## src/rtl/font_rom_arbiter.sv

```systemverilog
// ----------------------------------------------------------------------------
// font_rom_arbiter
//
// Lets two glyph-fetch requesters share a single font_rom. Port 0 is the HUD
// text renderer and port 1 is the end-screen text renderer.
//
// How it works:
//   - Requests are arbitrated round-robin, with at most one ROM grant per
//     clock.
//   - Each granted read carries an owner tag down a pipeline. The pipeline is
//     as long as the ROM read latency, so the tag and rom_data arrive together.
//   - Returned glyph data is registered per port, along with a one-cycle ack.
//
// Handshake:
//   A requester raises reqN with addrN and holds addrN stable until ackN
//   pulses. dataN is valid in the ackN cycle and holds until the next ackN.
//   If reqN is still high in the ackN cycle, that counts as a new request.
//
// Parameters:
//   ADDR_W   font ROM address width ({char_code[6:0], char_line[3:0]})
//   DATA_W   glyph line width
//   ROM_LAT  font_rom read latency in clocks (1..4)
//
// Ports:
//   clk, rst            clock; synchronous active-high reset
//   req0/addr0          port 0 request and glyph address
//   ack0/data0          port 0 return pulse and held glyph line
//   req1/addr1          port 1 request and glyph address
//   ack1/data1          port 1 return pulse and held glyph line
//   rom_addr            registered address to font_rom
//   rom_data            font_rom read data, ROM_LAT clocks after rom_addr
//
// Optional feature (macro FONT_ARB_CACHE_EN):
//   Each port gets a one-entry last-hit cache. A repeat of the last fetched
//   address is answered on the next edge and does not use the ROM.
// ----------------------------------------------------------------------------
module font_rom_arbiter #(
    parameter int ADDR_W  = 11,
    parameter int DATA_W  = 8,
    parameter int ROM_LAT = 1
) (
    input  logic              clk,
    input  logic              rst,
    input  logic              req0,
    input  logic [ADDR_W-1:0] addr0,
    output logic              ack0,
    output logic [DATA_W-1:0] data0,
    input  logic              req1,
    input  logic [ADDR_W-1:0] addr1,
    output logic              ack1,
    output logic [DATA_W-1:0] data1,
    output logic [ADDR_W-1:0] rom_addr,
    input  logic [DATA_W-1:0] rom_data
);

    // One outstanding read per port.
    logic pend0;
    logic pend1;

    // Owner of the most recent ROM grant. Reset value 1 gives port 0 the
    // first contended grant.
    logic last_gnt;

    // Tag pipe: stage k holds the grant from k+1 edges ago. The last stage,
    // index ROM_LAT, lines up with rom_data for that grant.
    logic [ROM_LAT:0] tag_valid;
    logic [ROM_LAT:0] tag_owner;

    logic elig0;
    logic elig1;
    logic hit0;
    logic hit1;
    logic arb0;
    logic arb1;
    logic gnt_any;
    logic gnt_port;
    logic ret_valid;
    logic ret_owner;

    assign elig0     = req0 && !pend0;
    assign elig1     = req1 && !pend1;
    assign ret_valid = tag_valid[ROM_LAT];
    assign ret_owner = tag_owner[ROM_LAT];

`ifdef FONT_ARB_CACHE_EN
    logic              cvalid0;
    logic              cvalid1;
    logic [ADDR_W-1:0] caddr0;
    logic [ADDR_W-1:0] caddr1;
    logic [DATA_W-1:0] cdata0;
    logic [DATA_W-1:0] cdata1;
    // Address each port was granted with. rom_addr cannot serve this purpose
    // because the other port's grant may overwrite it while this read is
    // still in flight.
    logic [ADDR_W-1:0] gaddr0;
    logic [ADDR_W-1:0] gaddr1;

    assign hit0 = elig0 && cvalid0 && (addr0 == caddr0);
    assign hit1 = elig1 && cvalid1 && (addr1 == caddr1);
`else
    assign hit0 = 1'b0;
    assign hit1 = 1'b0;
`endif

    // Round-robin choice among the ports that actually need the ROM.
    always_comb begin
        arb0     = elig0 && !hit0;
        arb1     = elig1 && !hit1;
        gnt_any  = arb0 || arb1;
        gnt_port = 1'b0;
        if (arb0 && arb1) begin
            gnt_port = !last_gnt;
        end else if (arb1) begin
            gnt_port = 1'b1;
        end
    end

    always_ff @(posedge clk) begin
        if (rst) begin
            ack0      <= 1'b0;
            ack1      <= 1'b0;
            data0     <= '0;
            data1     <= '0;
            rom_addr  <= '0;
            pend0     <= 1'b0;
            pend1     <= 1'b0;
            last_gnt  <= 1'b1;
            tag_valid <= '0;
            tag_owner <= '0;
        end else begin
            ack0      <= 1'b0;
            ack1      <= 1'b0;
            tag_valid <= {tag_valid[ROM_LAT-1:0], gnt_any};
            tag_owner <= {tag_owner[ROM_LAT-1:0], gnt_port};

            if (gnt_any) begin
                rom_addr <= gnt_port ? addr1 : addr0;
                last_gnt <= gnt_port;
                if (gnt_port) begin
                    pend1 <= 1'b1;
                end else begin
                    pend0 <= 1'b1;
                end
            end

            // A grant requires pendN=0 and a return requires pendN=1, so a
            // grant and a return never collide on the same port. A cache hit
            // also requires pendN=0, so it never coincides with a ROM return
            // for the same port.
            if (ret_valid && !ret_owner) begin
                data0 <= rom_data;
                ack0  <= 1'b1;
                pend0 <= 1'b0;
            end
`ifdef FONT_ARB_CACHE_EN
            else if (hit0) begin
                data0 <= cdata0;
                ack0  <= 1'b1;
            end
`endif

            if (ret_valid && ret_owner) begin
                data1 <= rom_data;
                ack1  <= 1'b1;
                pend1 <= 1'b0;
            end
`ifdef FONT_ARB_CACHE_EN
            else if (hit1) begin
                data1 <= cdata1;
                ack1  <= 1'b1;
            end
`endif
        end
    end

`ifdef FONT_ARB_CACHE_EN
    // Only ROM returns refill the cache. A hit re-serves the entry as it is.
    always_ff @(posedge clk) begin
        if (rst) begin
            cvalid0 <= 1'b0;
            cvalid1 <= 1'b0;
            caddr0  <= '0;
            caddr1  <= '0;
            cdata0  <= '0;
            cdata1  <= '0;
            gaddr0  <= '0;
            gaddr1  <= '0;
        end else begin
            if (gnt_any && !gnt_port) begin
                gaddr0 <= addr0;
            end
            if (gnt_any && gnt_port) begin
                gaddr1 <= addr1;
            end
            if (ret_valid && !ret_owner) begin
                cvalid0 <= 1'b1;
                caddr0  <= gaddr0;
                cdata0  <= rom_data;
            end
            if (ret_valid && ret_owner) begin
                cvalid1 <= 1'b1;
                caddr1  <= gaddr1;
                cdata1  <= rom_data;
            end
        end
    end
`endif

endmodule

```

## config.mk

```make
export PLATFORM = sky130hd
export DESIGN_NAME = font_rom_arbiter
export DESIGN_NICKNAME = d
export VERILOG_FILES = /design/src/rtl/font_rom_arbiter.sv
export SDC_FILE = /design/constraint.sdc
export NUM_CORES = 1
export LEC_CHECK = 0
export BUFFER_PORTS_ARGS = -buffer_cell sky130_fd_sc_hd__buf_2
export CORE_MARGIN = 2
export CORE_UTILIZATION = 45
export CTS_BUF_LIST = sky130_fd_sc_hd__clkbuf_16
export DETAILED_ROUTE_END_ITERATION = 16
export HOLD_SLACK_MARGIN = 0.08
export PLACE_DENSITY = 0.76
export SLEW_MARGIN = 25
export SYNTH_ARGS = -nofsm -noshare
export SYNTH_HDL_FRONTEND = slang
export SYNTH_SLANG_ARGS = --single-unit
```

## constraint.sdc

```tcl
create_clock -name clk -period 1.68 [get_ports clk]
set_input_delay 0.336 -clock clk [delete_from_list [all_inputs] [get_ports clk]]
set_output_delay 0.336 -clock clk [all_outputs]
set_load 0.005 [all_outputs]
```

# ---- Yosys cells after proc, flatten, opt, wreduce, memory -nomap -nowiden
# Cells that the tools add are included.
dict set report word_totals {
  out_inout_bits 29
  register_bits 36
}
dict set report op_classes {
  n_reduce_logical 14
  n_mux 5
  bitwise_logic 1
}
# op n
set ops {}
lappend ops {{11-bit 2-to-1 mux} 1}
lappend ops {{1-bit logical AND} 5}
lappend ops {{1-bit zero test} 4}
lappend ops {{1-bit 2-to-1 mux} 4}
lappend ops {{2-bit AND reduction} 2}
lappend ops {{2-bit OR reduction} 2}
lappend ops {{1-bit logical OR} 1}
lappend ops {{1-bit inverter} 1}

# ---- Logic depth before layout (Yosys ltp)
dict set report depth {
  ltp_word 6
  ltp_mapped 4
  ltp_nobuf 3
}

# ---- Worst setup path after synthesis
# Ideal clock, no wire load.
dict set report synth_path {
  kind {reg2reg}
  startpoint {reg pend0}
  endpoint {reg rom_addr[0]}
  required_time_ns 1.558
  setup_ns 0.122
  setup_slack_ns 0.480
  path_stages_with_launch 5
  n_path_buf 1
  t_arrival_ns 1.078
  path_cell_list {dfxtp_1 -> nand3b_2 -> buf_2 -> and4b_1 -> a221o_1}
}
dict set report synth_between {
  elab_chain_cells 5
}
# element line_no
set synth_rtl {}
lappend synth_rtl {{from (decl)} 57} ;# logic pend0;
lappend synth_rtl {{from (signal assigned)} 125} ;# pend0 <= 1'b0;
lappend synth_rtl {{from (signal assigned)} 142} ;# pend0 <= 1'b1;
lappend synth_rtl {{from (signal assigned)} 153} ;# pend0 <= 1'b0;
lappend synth_rtl {{1-bit zero test (*)} 80} ;# assign elig0 = req0 && !pend0;
lappend synth_rtl {{1-bit logical AND (*)} 80}
lappend synth_rtl {{1-bit logical AND} 111} ;# if (arb0 && arb1) begin
lappend synth_rtl {{1-bit 2-to-1 mux} 111}
lappend synth_rtl {{11-bit 2-to-1 mux} 137} ;# rom_addr <= gnt_port ? addr1 : addr0;
lappend synth_rtl {{to (signal assigned)} 137}
lappend synth_rtl {{to (decl)} 52} ;# output logic [ADDR_W-1:0] rom_addr,
# Every way passes the cells marked *; elsewhere a longest branch is shown, timed or not.
# A chain may end at the register's enable or synchronous reset.

# ---- Worst setup path in the final report
dict set report layout_path {
  startpoint {reg pend1}
  endpoint {reg rom_addr[7]}
}
dict set report layout_between {
  elab_chain_cells 5
}
# element line_no
set layout_rtl {}
lappend layout_rtl {{from (decl)} 58} ;# logic pend1;
lappend layout_rtl {{from (signal assigned)} 126} ;# pend1 <= 1'b0;
lappend layout_rtl {{from (signal assigned)} 140} ;# pend1 <= 1'b1;
lappend layout_rtl {{from (signal assigned)} 165} ;# pend1 <= 1'b0;
lappend layout_rtl {{1-bit zero test (*)} 81} ;# assign elig1 = req1 && !pend1;
lappend layout_rtl {{1-bit logical AND (*)} 81}
lappend layout_rtl {{1-bit 2-to-1 mux or 1-bit logical AND (tied branches)} {113, 111}}
lappend layout_rtl {{1-bit 2-to-1 mux} 111}
lappend layout_rtl {{11-bit 2-to-1 mux} 137}
# Marked as above.

==> impl_metrics.tcl <==
set metrics [dict create \
    synth_area_per_cell_sq_um 10.0 \
    clockPowerShare 0.420 \
    synth-main-ff-cell "dfxtp_1" \
    hold_class "in2reg" \
    pwr-share-seq 0.458 \
    synth.yosys.seq_area_share 0.495 \
    drt-total-wl_mm 3.40 \
    ys_async_sr_fraction 0 \
    critPathKind "reg2reg" \
    synth-seq-cells 36 \
    dp_hpwl_mm 2.53 \
    synthXorXnorAreaFrac 0 \
    report.final.setup_viol 0 \
    critPathCaptureType "flip-flop" \
    grt_use_total 0.191 \
    grt_pass1_vias 1189 \
    fin_crit_ns 1.46 \
    h-tree-depth 2 \
    drv_cap 0 \
    cts_sinks 36 \
    setup_ws_ns 0.221 \
    portBuffers 62 \
    multi_input_area_sq_um 676 \
    drc 0 \
    num_rows 20 \
    synth-compound-area-share 0.216 \
    cts_setup_buffers 0 \
    arrival_ns 1.62 \
    fin_setup_tns_ns 0 \
    ant_nets 0 \
    clk_pin_slew_ns 0.05 \
    num_antenna_cells 0 \
    worstSetupStartpointType "flip-flop" \
    p_per_area_nw_per_um2 1070 \
    netlist.area_leader.share 0.495 \
    coreArea_sq_um 3050 \
    p_leak_nw 0.903 \
    power_switching_mw 0.474 \
    layout-drive-gt1-share 0.371 \
    post-route-period-util 0.868 \
    grt_max_degree 25 \
    gp_congestion 0.806 \
    finClkSkew_ns 0.00491 \
    synth_warnings 0 \
    synth_area_sq_um 1460 \
    first_pass_iters 4 \
    slew_headroom 0.684 \
    power.internal_mw 1.57 \
    cts-buffers-inserted 5 \
    synth_adder_area_share 0 \
    dieWidth_um 60.9 \
    clockRootBuffer "clkbuf_16" \
    dieArea_sq_um 3700 \
    pin_count 63 \
    path_max_fanout 13 \
    via_per_inst 5.20 \
    area_growth_pct 31.5 \
    fmax_mhz 685 \
    fillers 272 \
    synthTopCellsByCount "dfxtp_1 (36), a21oi_1 (22), nand2_1 (19)" \
    hold_viol 0 \
    crit_required_ns 1.84 \
    die_h_um 60.9 \
    wire_per_inst_um 13.7 \
    yosysTopAreaCell "dfxtp_1" \
    fin_hold_ws_ns 0.283 \
    utilization 0.627 \
    status "completed" \
    nNetsFinal 238 \
    yosysMostFrequentCell "dfxtp_1" \
    pre_cts_slack_ns 0.0126 \
    drt-initial-drc-count 44 \
    worst_pin_slew_ns 0.473 \
    synth_nets 179 \
    slew_viol_final 0 \
    seq_area_sq_um 721 \
    insertion_delay_ns 0.28 \
    grt_overflow 0 \
    antenna_found_initial 0 \
    synth_edf_count 0 \
    p_comb_frac 0.122 \
    dr_total_vias 1296 \
    power.share.switching 0.231 \
    initial_core_util 0.477 \
    synthCells 145 \
    synthTopCellsByArea "dfxtp_1 (50%), a21oi_1 (7.6%), a221o_1 (7.6%)" \
    grt_pass1_wl_mm 5.10 \
    clock_path_buffers 2 \
    rsz0062_at_grt "no" \
    ir_drop_mv 0.506 \
    ys_types 22 \
    cts_tree "done" \
    synth-simple-area-share 0.247 \
    synthMuxAreaShare 0 \
    synth_top_family_by_area "simple AND/OR/NAND/NOR gates" \
]
==> layout make-up <==
class / count / share of cell area
inverters: 1 / 0.00196
multi-input cells: 97 / 0.353
clock buffers: 5 / 0.0654
well taps: 44 / 0.0288
clock inverters: 3 / 0.00785
flip-flops and latches: 36 / 0.377
repair buffers: 63 / 0.166
==> power groups by stage <==
stage               logic (mW)  clock network, mW  registers, mW
detailed placement       0.250                  0          0.955
floorplan                0.143                  0          0.956
CTS                      0.250              0.872          0.938
global route             0.275              0.909          0.944
finish                   0.249              0.859          0.938
global placement         0.240                  0          0.953
==> kinds of logic (layout without fill, tap and decap cells) <==
family,count (synthesis),in the layout
AO/OA/AOI/OAI,44,44
AND/OR/NAND/NOR,53,53
flip-flops,36,36
buffers and inverters,12,72
==> sequential cells by signal (all words and copies together), names as in the netlist <==
register   flops
tag_valid      2
ack1           1
last_gnt       1
data0          8
data1          8
tag_owner      2
pend0          1
rom_addr      11
pend1          1
ack0           1
==> per-layer routing <==
layer  part of all wire  track usage
met2               0.51        0.323
met3              0.045       0.0448
met1               0.43        0.226
met5                  0            0
met4              0.016       0.0932
==> worst max-delay path: stages (launching register included) <==
cell and delay (ns):
dfxtp_1 0.32, and2b_1 0.41, nand2_2 0.26, a221o_1 0.36
==> timing repair <==
| item | 4_1_cts | 5_1_grt |
|---|---|---|
| hold buffers | 0 | 0 |
| gates resized for setup | 0 | 1 |
| endpoints found under the setup margin | 0 | 1 |
==> cell usage in the layout, fill, tap and decap left out, types with 2 or more instances in the layout <==
master / synthesis / layout
dfxtp_1: 36 / 36
nor2_1: 2 / 2
nor2b_1: 2 / 2
a221o_1: 11 / 11
nand2_1: 19 / 18
nand2b_4: 2 / 2
inv_1: 1 / 2
clkbuf_16: 0 / 5
nand2b_1: 11 / 11
o21a_1: 2 / 2
buf_2: 7 / 62
a22o_1: 8 / 8
and4b_1: 11 / 11
a21oi_1: 22 / 22
==> stage by stage <==
step           cells  cell area, sq um  total power [mW]
2_1_floorplan    145              1460              1.10
3_5_place_dp     241              1770              1.21
4_1_cts          249              1910              2.06
5_1_grt          249              1910              2.13
6_report         249              1910              2.05
3_3_place_gp     241              1770              1.19
==> path summary, 6_finish.rpt <==
path / start / cells past startpoint / to / slack [ns]
max reg2reg: pend1 / 3 / rom_addr[7] / 0.22
max: pend1 / 3 / rom_addr[7] / 0.22
min reg2reg: tag_owner[0] / 1 / tag_owner[1] / 0.44
min: rom_data[4] / 2 / data0[4] / 0.28
Note: power is estimated with default switching activity, not from simulation.
